## src/rtl/serial_inc_arbiter.sv

```systemverilog
// Round-robin arbiter in front of a shared LSB-first bit-serial increment/negate unit.
// Each accepted word takes WIDTH shift cycles, then is held on a valid/ready response port.
module serial_inc_arbiter #(
   parameter int unsigned WIDTH = 4
) (
   input  logic             clk,
   input  logic             reset,
   input  logic             req0_valid,
   output logic             req0_ready,
   input  logic             req0_op,
   input  logic [WIDTH-1:0] req0_data,
   input  logic             req1_valid,
   output logic             req1_ready,
   input  logic             req1_op,
   input  logic [WIDTH-1:0] req1_data,
   output logic             resp_valid,
   input  logic             resp_ready,
   output logic             resp_id,
   output logic [WIDTH-1:0] resp_data,
   output logic             resp_carry,
   output logic             busy
);

   localparam int unsigned CW = $clog2(WIDTH);

   typedef enum logic [1:0] {
      IDLE  = 2'd0,
      SHIFT = 2'd1,
      RESP  = 2'd2
   } state_e;

   state_e           state_q, state_d;
   logic [WIDTH-1:0] sr_q, sr_d;
   logic             op_q, op_d;
   logic             id_q, id_d;
   logic             carry_q, carry_d;
   logic [CW-1:0]    count_q, count_d;
   logic             last_id_q, last_id_d;
   logic             resp_valid_q, resp_valid_d;
   logic             resp_id_q, resp_id_d;
   logic [WIDTH-1:0] resp_data_q, resp_data_d;
   logic             resp_carry_q, resp_carry_d;
   logic             busy_q, busy_d;

   logic             grant;
   logic             idle;
   logic             bit_in;

   // Round-robin pick: under contention the requester that did not own the last result wins.
   always_comb begin
      grant = 1'b0;
      if (req0_valid && req1_valid) begin
         grant = ~last_id_q;
      end else if (req1_valid) begin
         grant = 1'b1;
      end
   end

   assign idle       = (state_q == IDLE);
   assign req0_ready = idle && !grant;
   assign req1_ready = idle && grant;

   always_comb begin
      state_d      = state_q;
      sr_d         = sr_q;
      op_d         = op_q;
      id_d         = id_q;
      carry_d      = carry_q;
      count_d      = count_q;
      last_id_d    = last_id_q;
      bit_in       = op_q ? ~sr_q[0] : sr_q[0];

      case (state_q)
         IDLE: begin
            if (req0_valid || req1_valid) begin
               sr_d    = grant ? req1_data : req0_data;
               op_d    = grant ? req1_op : req0_op;
               id_d    = grant;
               carry_d = 1'b1;
               count_d = '0;
               state_d = SHIFT;
            end
         end
         SHIFT: begin
            // One carry-chain bit per cycle; the sum enters at the MSB as the word shifts right.
            sr_d    = {bit_in ^ carry_q, sr_q[WIDTH-1:1]};
            carry_d = bit_in & carry_q;
            count_d = count_q + CW'(1);
            if (count_q == CW'(WIDTH - 1)) begin
               state_d = RESP;
            end
         end
         RESP: begin
            if (resp_ready) begin
               last_id_d = id_q;
               state_d   = IDLE;
            end
         end
         default: begin
            state_d = IDLE;
         end
      endcase

      // Response outputs are registered from the next state so they are zero outside RESP.
      resp_valid_d = (state_d == RESP);
      resp_id_d    = resp_valid_d ? id_d : 1'b0;
      resp_data_d  = resp_valid_d ? sr_d : '0;
      resp_carry_d = resp_valid_d ? carry_d : 1'b0;
      busy_d       = (state_d != IDLE);
   end

   always_ff @(posedge clk) begin
      if (reset) begin
         state_q      <= IDLE;
         sr_q         <= '0;
         op_q         <= 1'b0;
         id_q         <= 1'b0;
         carry_q      <= 1'b0;
         count_q      <= '0;
         last_id_q    <= 1'b1;
         resp_valid_q <= 1'b0;
         resp_id_q    <= 1'b0;
         resp_data_q  <= '0;
         resp_carry_q <= 1'b0;
         busy_q       <= 1'b0;
      end else begin
         state_q      <= state_d;
         sr_q         <= sr_d;
         op_q         <= op_d;
         id_q         <= id_d;
         carry_q      <= carry_d;
         count_q      <= count_d;
         last_id_q    <= last_id_d;
         resp_valid_q <= resp_valid_d;
         resp_id_q    <= resp_id_d;
         resp_data_q  <= resp_data_d;
         resp_carry_q <= resp_carry_d;
         busy_q       <= busy_d;
      end
   end

   assign resp_valid = resp_valid_q;
   assign resp_id    = resp_id_q;
   assign resp_data  = resp_data_q;
   assign resp_carry = resp_carry_q;
   assign busy       = busy_q;

endmodule

```

## config.mk

```make
export PLATFORM = sky130hd
export DESIGN_NAME = serial_inc_arbiter
export DESIGN_NICKNAME = d
export VERILOG_FILES = /design/src/rtl/serial_inc_arbiter.sv
export SDC_FILE = /design/constraint.sdc
export NUM_CORES = 1
export LEC_CHECK = 0
export ABC_AREA = 0
export BUFFER_PORTS_ARGS = -buffer_cell sky130_fd_sc_hd__buf_2
export CAP_MARGIN = 30
export CORE_AREA = 2 2 48 50
export DETAILED_ROUTE_END_ITERATION = 10
export DIE_AREA = 0 0 50 52
export GPL_TIMING_DRIVEN = 1
export PLACE_DENSITY = 0.69
export RECOVER_POWER = 100
export SETUP_SLACK_MARGIN = 0.5
export SLEW_MARGIN = 0
export SYNTH_ARGS = -nofsm -noshare
export SYNTH_HDL_FRONTEND = slang
export SYNTH_SLANG_ARGS = --single-unit
```

## constraint.sdc

```tcl
create_clock -name clk -period 1.3 [get_ports clk]
set_clock_uncertainty 0.05 [all_clocks]
set_input_delay 0.13 -clock clk [delete_from_list [all_inputs] [get_ports clk]]
set_output_delay 0.13 -clock clk [all_outputs]
set_load 0.01 [all_outputs]
```

# == Word-level counts from Yosys, hierarchy flattened ==
# Cells that the tools add are included.
# classes
n_mux,17
n_addsub,1
n_eq_ne,5
reduce_logical,12
n_bitwise,5
# op_table
cell,n
2-to-1 mux 2 bit,4
2-to-1 mux 4 bit,2
one-hot mux 4 bit (2 select lines),1
2-to-1 mux 1 bit,7
== test 2 bit (second input constant),3
one-hot mux 2 bit (3 select lines),1
AND reduction 2 bit,3
one-hot mux 2 bit (2 select lines),1
nonzero test 2 bit,2
logical AND 1 bit,3
NOT 1 bit,3
adder 2 x 1 -> 2 bit (second input constant),1
== test 2 x 1 -> 1 bit (second input constant),1
logical NOT 2 bit,1
inequality test 2 x 1 -> 1 bit (second input constant),1
one-hot mux 1 bit (2 select lines),1
OR reduction 2 bit,1
bitwise AND 1 bit,1
logical NOT 1 bit,1
logical OR 1 bit,1
bitwise XOR 1 bit,1
# totals
in_bits,15
register_bits,20
out_inout_bits,10
word_cells,52

# == Logic depth before layout (Yosys ltp) ==
# Gate-level depths: netlist (run 1).
# logic_depth
word_depth,6
mapped_depth,5
depth_no_buf,5

# == Worst setup path before layout (run 1) ==
# Ideal clock, no wire load.
# synth_path
kind,register -> register
start,register sr_q[0]
end,register sr_q[3]
required_ns,1.120
setup_time_ns,0.130
synth_period_minus_slack_ns,1.359
stages_incl_launch_ff,6
arrival_ns,1.179
path_buffers,0
setup_slack_ns,-0.059
path_cell_list,dfxtp_1 -> xor2_1 -> ha_1 -> and3b_1 -> a211oi_1 -> o22ai_1
# synth_via
elab_chain_cells,4
# synth_rtl
element,line,rtl
from (decl),33,"logic [WIDTH-1:0] sr_q, sr_d;"
from (signal assigned),128,sr_q <= sr_d;
NOT 1 bit,71,bit_in = op_q ? ~sr_q[0] : sr_q[0];
2-to-1 mux 1 bit (*),71,
bitwise XOR 1 bit (*),86,"sr_d = {bit_in ^ carry_q, sr_q[WIDTH-1:1]};"
one-hot mux 4 bit (2 select lines) (*),73,case (state_q)
# Every way passes the cells marked *; elsewhere a longest branch is shown, timed or not.
# A chain may end at the register's enable or synchronous reset.

# == Worst setup path after layout (run 1) ==
# Ends and elaborated chain as after synthesis.

==> flow_summary.ini, run 1 <==
[outcome]
status = complete, but fails checks
violations = negative setup slack

[power_and_ir_drop]
ir_worst_vdd_uv = 765
p_total_mw = 1.42
p_per_area_nw_per_um2 = 1010
cellLeakagePower_nw = 0.603

[logic_synthesis]
yosysUniqueCellTypes = 31
syn_inst = 87
synth-edff-count = 0
ys_seq_elements = 20
synth_area_leaders = dfxtp_1, mux2i_1, and3b_1, nor2_1, and2_1
syn-cell-area_sq_um = 866
synthDominantCellAreaShare = 0.462
synth.net_count = 104
synth.avg_cell_area_sq_um = 9.95
yosysWarnings = 0
postSynth.asyncResetShare = 0
synth_top_area_cell = dfxtp_1
ys_seq_area_frac = 0.462
synth_ff_type = dfxtp_1

[routing]
viasPerCell = 5.28
num_vias = 829
firstDrtPassIters = 4
wirelength_microns = 2410
drc = 0
wl_per_cell_microns = 15.3
postRouteAntennaNets = 0
drt_iter0_markers = 13

[critical_path]
reg2reg_from = sr_q[0]
cp_max_fo = 2
cp-start-kind = register
rr_worst_depth = 5
max_stage_delay_ns = 0.34
cp.required_ns = 1.44
regToRegSetupSlack_ns = -0.07
slowest_stage = dfxtp_2
rr_endpoint = sr_q[3]
endpoint_kind = register
crit_chain = xor2_1 > ha_1 > and3b_1 > a211oi_2 > o22ai_1
arrival_ns = 1.51
crit_type = reg2reg

[timing]
finalSetupViolations = 5
hold_viol_final = 0
fin_crit_sh = 1.05
rsz0062_at_grt = true
period_minus_slack_ns = 1.37
slew_viol_final = 0
setup_tns_ns = -0.205
worstMarginPinSlew_ns = 0.292
slew_headroom = 0.805
fin_ws_ns = -0.0714
hold_ws_ns = 0.0430
max_freq_ghz = 0.729

[floorplanning]
die_w_microns = 50
fp.coreArea_sq_um = 2110
die_h_microns = 52
ioPinCount = 25
rows = 17
start_util = 0.411
die_area_sq_um = 2600

[global_route]
grt_pass1_vias = 749
antenna_found_initial = 0
grt_pass1_wl_microns = 3480
grt_use_total = 0.182
grt_max_degree = 13
overflow = 0

[clocking]
cts_tree = yes
clk_latency_ns = 0.30
hold_buffers = 0
htreeDepth = 1
cts_max_path_buffers = 2
cts-root-buf = clkbuf_4
cts_sinks = 20
numCtsBuffers = 3
clk_pin_slew_ns = 0.12

[job]
drv_cap = 0

[min_path]
holdPathEnd = sr_q[1]
hold_path.class = in2reg
whs_path_depth = 3
hp-start = req0_data[1]

[cells_and_area]
register_area_sq_um = 413
num-nets-final = 147
fillers = 175
design_area_sq_um = 1410
syn_to_final_growth_pct = 62.9
stdcell_count = 157
multiInputGateArea_sq_um = 578
drive_gt1_frac = 0.605
diodes = 0

[placement]
place_area_sq_um = 1090
io_buffers = 24
place_inst = 141
gp_congestion = 0.727
hpwl_microns = 1340
==> repair_timing <==
item,CTS,global route
pin swaps,14,7
hold endpoints to repair,0,0
buffers inserted,9,3
resized for setup,30,21
endpoints found under the setup margin,30,30
==> layout by cell type, fill, tap and decap left out, types with 2 or more instances in the layout <==
cell type	netlist	layout
clkbuf_4	0	3
a21oi_2	0	2
or3b_4	0	2
and2_4	0	2
o21ai_0	2	2
mux2i_1	6	5
clkbuf_1	3	5
nand3b_1	3	3
dfxtp_1	20	14
inv_2	1	2
a211oi_2	0	3
nor2_2	0	3
dfxtp_2	0	4
and3b_1	4	4
and2_1	5	3
buf_6	0	13
dfxtp_4	0	2
nor2_1	9	4
nor2_4	0	2
o22ai_1	4	4
buf_2	0	15
buf_4	0	8
==> synth_stat cells, types with 2 or more instances <==
master and number:
a211oi_1 4, ha_1 2, o221a_2 2, inv_1 2, o22ai_1 4, o21ai_0 2
mux2i_1 6, nor2_1 9, nand3b_1 3, dfxtp_1 20, and3b_1 4, or2_2 2
and2_1 5, a21oi_1 3, clkbuf_1 3
==> cells by family after synthesis <==
kind of cell / share of synthesized area
simple gates: 0.211
compound gates: 0.186
flops: 0.462
buf+inv: 0.0318
mux: 0.0694
fa+ha+maj: 0.0289
xor+xnor: 0.0101
==> how the worst max path moves through the flow <==
stage                       endpoint  slack (ns)  startpoint
after floorplan              sr_q[3]      -0.002        op_q
after global placement       sr_q[3]       -0.03        op_q
after detailed placement  resp_carry       -0.09  state_q[1]
after CTS                    sr_q[3]       -0.06        op_q
after global routing         sr_q[3]       -0.12        op_q
final                        sr_q[3]       -0.07     sr_q[0]
==> stage by stage <==
step / util / worst slack (ns)
after CTS: 0.621 / -0.0593
after detailed placement: 0.516 / -0.0921
after global routing: 0.670 / -0.125
after floorplan: - / -0.00248
final: 0.670 / -0.0714
after global placement: 0.516 / -0.0341
==> flip-flops by register name, summed over array words and instances, names as in the netlist <==
register    flops
resp_data       4
sr_q            4
count_q         2
state_q         2
busy            1
carry_q         1
id_q            1
last_id_q       1
op_q            1
resp_carry      1
resp_id         1
resp_valid      1
==> final cells by class <==
class                      instances  area share
timing repair buffer              42       0.227
clock inverter                     1      0.0213
sequential                        20       0.293
clock buffer                       3      0.0160
multi-input combinational         60       0.410
tap                               28      0.0248
inverter                           3     0.00799
==> power by group <==
| part | switching [mW] | leakage [nW] | internal (mW) |
|---|---|---|---|
| clock network | 0.203 | 0.0279 | 0.311 |
| logic | 0.111 | 0.410 | 0.129 |
| registers | 0.0257 | 0.165 | 0.640 |
==> worst max-delay path, delay by kind of cell (launching register included) <==
kind	cells	cell delay, ns
adders and majority gates	1	0.26
DFF	1	0.34
and+or+nand+nor	1	0.18
xor gates and xnor gates	1	0.15
AOI/OAI and AO/OA	2	0.27
==> metal layers <==
layer / wire (microns) / up-vias / GRT usage
li1: - / 405 / -
met1: 1020 / 399 / 0.214
met2: 1290 / 21 / 0.311
met3: 71 / 4 / 0.0316
met4: 29 / 0 / 0.106
met5: 0 / - / 0
Power figures use the tool's default switching activity.
==> run 2, diff against run 1 <==
--- a/config.mk
+++ b/config.mk
@@ -8,11 +8,14 @@
 export ABC_AREA = 0
 export BUFFER_PORTS_ARGS = -buffer_cell sky130_fd_sc_hd__buf_2
 export CAP_MARGIN = 30
-export CORE_AREA = 2 2 48 50
+export CELL_PAD_IN_SITES_DETAIL_PLACEMENT = 1
+export CELL_PAD_IN_SITES_GLOBAL_PLACEMENT = 1
+export CORE_AREA = 2 2 55 57
+export CTS_CLUSTER_SIZE = 12
 export DETAILED_ROUTE_END_ITERATION = 10
-export DIE_AREA = 0 0 50 52
+export DIE_AREA = 0 0 57 59
 export GPL_TIMING_DRIVEN = 1
-export PLACE_DENSITY = 0.69
+export PLACE_DENSITY_LB_ADDON = 0.1
 export RECOVER_POWER = 100
 export SETUP_SLACK_MARGIN = 0.5
 export SLEW_MARGIN = 0
==> flow_summary.ini, run 2 (synthesis results as in run 1) <==
[outcome]
status = complete, but fails checks
violations = negative setup slack

[critical_path]
endpoint_kind = output pin
cp-start-kind = register
crit_chain = buf_6 > buf_6 > nor2_4 > and2_4 > buf_6
rr_endpoint = sr_q[3]
rr_worst_depth = 5
arrival_ns = 1.24
cp.required_ns = 1.12
crit_type = reg2out
regToRegSetupSlack_ns = -0.12
cp_max_fo = 4
slowest_stage = dfxtp_2
crit_top_cell = buf_6
max_stage_delay_ns = 0.34
reg2reg_from = op_q

[min_path]
holdPathEnd = sr_q[0]
hp-start = req0_data[0]
whs_path_depth = 3
hold_path.class = in2reg

[power_and_ir_drop]
cellLeakagePower_nw = 0.631
ir_worst_vdd_uv = 576
p_per_area_nw_per_um2 = 851
p_total_mw = 1.24

[floorplanning]
die_area_sq_um = 3360
fp.coreArea_sq_um = 2710
ioPinCount = 25
die_w_microns = 57
die_h_microns = 59
rows = 19
start_util = 0.319

[cells_and_area]
num-nets-final = 153
multiInputGateArea_sq_um = 592
syn_to_final_growth_pct = 67.8
drive_gt1_frac = 0.612
fillers = 308
diodes = 0
stdcell_count = 165
layout_common_cells = dfxtp_1, buf_2, buf_6
register_area_sq_um = 409

[clocking]
clk_pin_slew_ns = 0.11
hold_buffers = 0
cts_sinks = 20
numCtsBuffers = 3
clk_latency_ns = 0.31
cts_tree = yes
cts_max_path_buffers = 2
htreeDepth = 1
cts-root-buf = clkbuf_4

[routing]
num_vias = 848
drt_iter0_markers = 9
viasPerCell = 5.14
drc = 0
wirelength_microns = 2690
firstDrtPassIters = 2
postRouteAntennaNets = 0
wl_per_cell_microns = 16.3

[timing]
fin_crit_sh = 1.09
worstMarginPinSlew_ns = 0.370
max_freq_ghz = 0.703
slew_viol_final = 0
slew_headroom = 0.747
fin_ws_ns = -0.122
finalSetupViolations = 16
period_minus_slack_ns = 1.42
rsz0062_at_grt = true
hold_viol_final = 0

[global_route]
grt_pass1_wl_microns = 4480
grt_pass1_vias = 938
grt_max_degree = 13
grt_use_total = 0.177
overflow = 0
antenna_found_initial = 0

[placement]
hpwl_microns = 1750
io_buffers = 24
place_inst = 151
gp_congestion = 0.689
place_ws_ns = -0.0606

[job]
drv_cap = 0
-- run 2: changes by cell type in the layout (fill, tap and decap cells not counted), sizes merged --
| cell | before | now |
|---|---|---|
| clkbuf | 8 | 10 |
| bufinv | 1 | 0 |
| buf | 37 | 41 |
-- run 2: how the worst max path moves through the flow --
stage / startpoint / to / slack [ns] / cells past startpoint
floorplan: op_q / sr_q[3] / -0.002 / 5
global placement: op_q / sr_q[3] / -0.04 / 5
detailed placement: op_q / sr_q[3] / -0.06 / 5
CTS: state_q[1] / req1_ready / -0.12 / 5
global route: op_q / sr_q[3] / -0.20 / 5
finish: state_q[1] / req1_ready / -0.12 / 5
-- run 2: routing by layer --
layer | share of wire | track usage | up-vias | routed length (microns)
met5 | 0 | 0 | - | 0
met4 | 0.012 | 0.0598 | 0 | 31
met3 | 0.029 | 0.0262 | 2 | 79
met2 | 0.56 | 0.338 | 17 | 1500
met1 | 0.40 | 0.202 | 421 | 1080
li1 | - | - | 408 | -
-- run 2: timing repair --
action,4_1_cts,5_1_grt
endpoints found under the hold margin,0,0
buffers inserted,9,2
setup endpoints to repair,30,30
pin swaps,11,11
resized for setup,33,19
-- run 2: power by group --
group | total (mW) | internal [mW] | switching (mW)
sequential | 0.667 | 0.641 | 0.0259
clock | 0.303 | 0.108 | 0.195
combinational | 0.266 | 0.146 | 0.120
total | 1.24 | 0.896 | 0.340
-- run 2: layout make-up --
cell class / count / share of cell area
Timing Repair Buffer: 48 / 0.261
Tap cell: 31 / 0.0267
Inverter: 3 / 0.00775
Multi-Input combinational cell: 60 / 0.407
Sequential cell: 20 / 0.282
Clock buffer: 3 / 0.0155
-- run 2: stage by stage --
step	utilization	setup TNS [ns]	instance area, sq um	hold WS, ns
final	0.536	-0.783	1450	0.0421
after global routing	0.536	-2.15	1450	0.0558
after CTS	0.511	-0.968	1390	0.0503
after detailed placement	0.427	-0.393	1160	0.371
after global placement	0.427	-0.104	1160	0.338
after floorplan	-	-0.00248	915	0.189
-- run 2: worst max-delay path: cells and delay by family (launching register included) --
family / cells / cell delay (ns)
buffers and inverters: 3 / 0.34
AND/OR/NAND/NOR: 2 / 0.25
flip-flops: 1 / 0.34
==> run 3, diff against run 2 <==
--- a/config.mk
+++ b/config.mk
@@ -10,11 +10,11 @@
 export CAP_MARGIN = 30
 export CELL_PAD_IN_SITES_DETAIL_PLACEMENT = 1
 export CELL_PAD_IN_SITES_GLOBAL_PLACEMENT = 1
-export CORE_AREA = 2 2 55 57
+export CORE_AREA = 2 2 70 45
 export CTS_CLUSTER_SIZE = 12
 export DETAILED_ROUTE_END_ITERATION = 10
-export DIE_AREA = 0 0 57 59
-export GPL_TIMING_DRIVEN = 1
+export DIE_AREA = 0 0 72 47
+export MAX_ROUTING_LAYER = met4
 export PLACE_DENSITY_LB_ADDON = 0.1
 export RECOVER_POWER = 100
 export SETUP_SLACK_MARGIN = 0.5
==> flow_summary.ini, run 3 (synthesis results as in run 1) <==
[outcome]
status = complete, but fails checks
violations = negative setup slack

[placement]
place_area_sq_um = 1150
place_inst = 155
io_buffers = 24
hpwl_microns = 1750
gp_congestion = 0.764
place_ws_ns = -0.119

[clocking]
numCtsBuffers = 3
htreeDepth = 1
clk_latency_ns = 0.27
cts_tree = yes
cts_sinks = 20
hold_buffers = 0
cts-root-buf = clkbuf_8
cts_max_path_buffers = 2
clk_pin_slew_ns = 0.08

[job]
drv_cap = 0

[power_and_ir_drop]
ir_worst_vdd_uv = 915
switching_power_uw = 366
p_per_area_nw_per_um2 = 1090
cellLeakagePower_nw = 0.619
p_int_mw = 1.18
seq_power_share = 0.430
combPwrFrac = 0.155
clkPwrFrac = 0.415
swShare = 0.236

[timing]
max_freq_ghz = 0.701
slew_viol_final = 0
setup_tns_ns = -0.474
slew_headroom = 0.776
worstMarginPinSlew_ns = 0.327
period_minus_slack_ns = 1.43
fin_ws_ns = -0.126
hold_viol_final = 0
finalSetupViolations = 8
fin_crit_sh = 1.10
hold_ws_ns = 0.0945
rsz0062_at_grt = true

[critical_path]
cp-start-kind = register
arrival_ns = 1.53
endpoint_kind = register
cp_max_fo = 2
cp.required_ns = 1.41
crit_type = reg2reg

[global_route]
grt_pass1_vias = 792
grt_use_total = 0.171
antenna_found_initial = 0
grt_pass1_wl_microns = 3990
grt_max_degree = 13
overflow = 0

[routing]
drc = 0
firstDrtPassIters = 4
viasPerCell = 4.87
wirelength_microns = 2690
drt_iter0_markers = 42
postRouteAntennaNets = 0
wl_per_cell_microns = 16.1
num_vias = 814

[cells_and_area]
layout_common_cells = dfxtp_1, buf_2, buf_4
diodes = 0
design_area_sq_um = 1410
syn_to_final_growth_pct = 63.3
drive_gt1_frac = 0.534
stdcell_count = 167
num-nets-final = 151

[floorplanning]
die_w_microns = 72
fp.coreArea_sq_um = 2760
start_util = 0.314
die_area_sq_um = 3380
die_h_microns = 47
ioPinCount = 25
rows = 15

[min_path]
hold_path.class = in2reg
==> run 3: changes by cell type in the layout (fill, tap and decap cells not counted), sizes merged <==
cell,before,now
buf,41,37
clkbuf,10,12
bufinv,0,1
==> run 3: per-layer routing <==
layer	global-route usage	part of all wire	up-vias
met5	-	0	-
met3	0.0579	0.033	2
met4	0.0453	0.0082	0
li1	-	-	406
met2	0.252	0.45	16
met1	0.225	0.51	390
==> run 3: metrics by stage <==
| stage | util | power, mW |
|---|---|---|
| after CTS | 0.499 | 1.54 |
| after detailed placement | 0.419 | 0.870 |
| after floorplan | - | 0.784 |
| after global placement | 0.419 | 0.867 |
| final | 0.512 | 1.55 |
| after global routing | 0.512 | 1.61 |
==> run 3: power groups by stage <==
| stage | registers (mW) | logic (mW) | clock network (mW) |
|---|---|---|---|
| floorplan | 0.672 | 0.112 | 0 |
| global placement | 0.674 | 0.193 | 0 |
| detailed placement | 0.675 | 0.196 | 0 |
| CTS | 0.661 | 0.223 | 0.652 |
| global route | 0.669 | 0.262 | 0.681 |
| finish | 0.665 | 0.240 | 0.643 |
==> run 3: worst paths after layout <==
kind | slack, ns | startpoint | cells after the start | end
max | -0.13 | op_q | 5 | sr_q[3]
min | 0.09 | req0_data[2] | 3 | sr_q[2]
max reg2reg | -0.13 | op_q | 5 | sr_q[3]
min reg2reg | 0.42 | count_q[1] | 2 | count_q[1]
==> run 3: area by class of cell <==
type,count,area [sq um]
fillers,320,1350
clock inverters,1,30.0
repair buffers,46,348
well taps,34,42.5
multi-input cells,60,529
clock buffers,3,41.3
flip-flops and latches,20,412
inverters,3,11.3
==> run 3: worst max-delay path, stage by stage, from the launching register on <==
cell and delay (ns):
dfxtp_2 0.35, xor2_2 0.17, ha_1 0.26, and3b_1 0.19
a211oi_2 0.19, o22ai_1 0.10
==> run 3: repair_timing <==
action                                 in CTS  in global routing
endpoints found under the hold margin       0                  0
resized for setup                          29                  9
setup endpoints to repair                  30                 30
cloned                                      1                  0
buffers inserted                            4                  3
pin swaps                                  13                 12
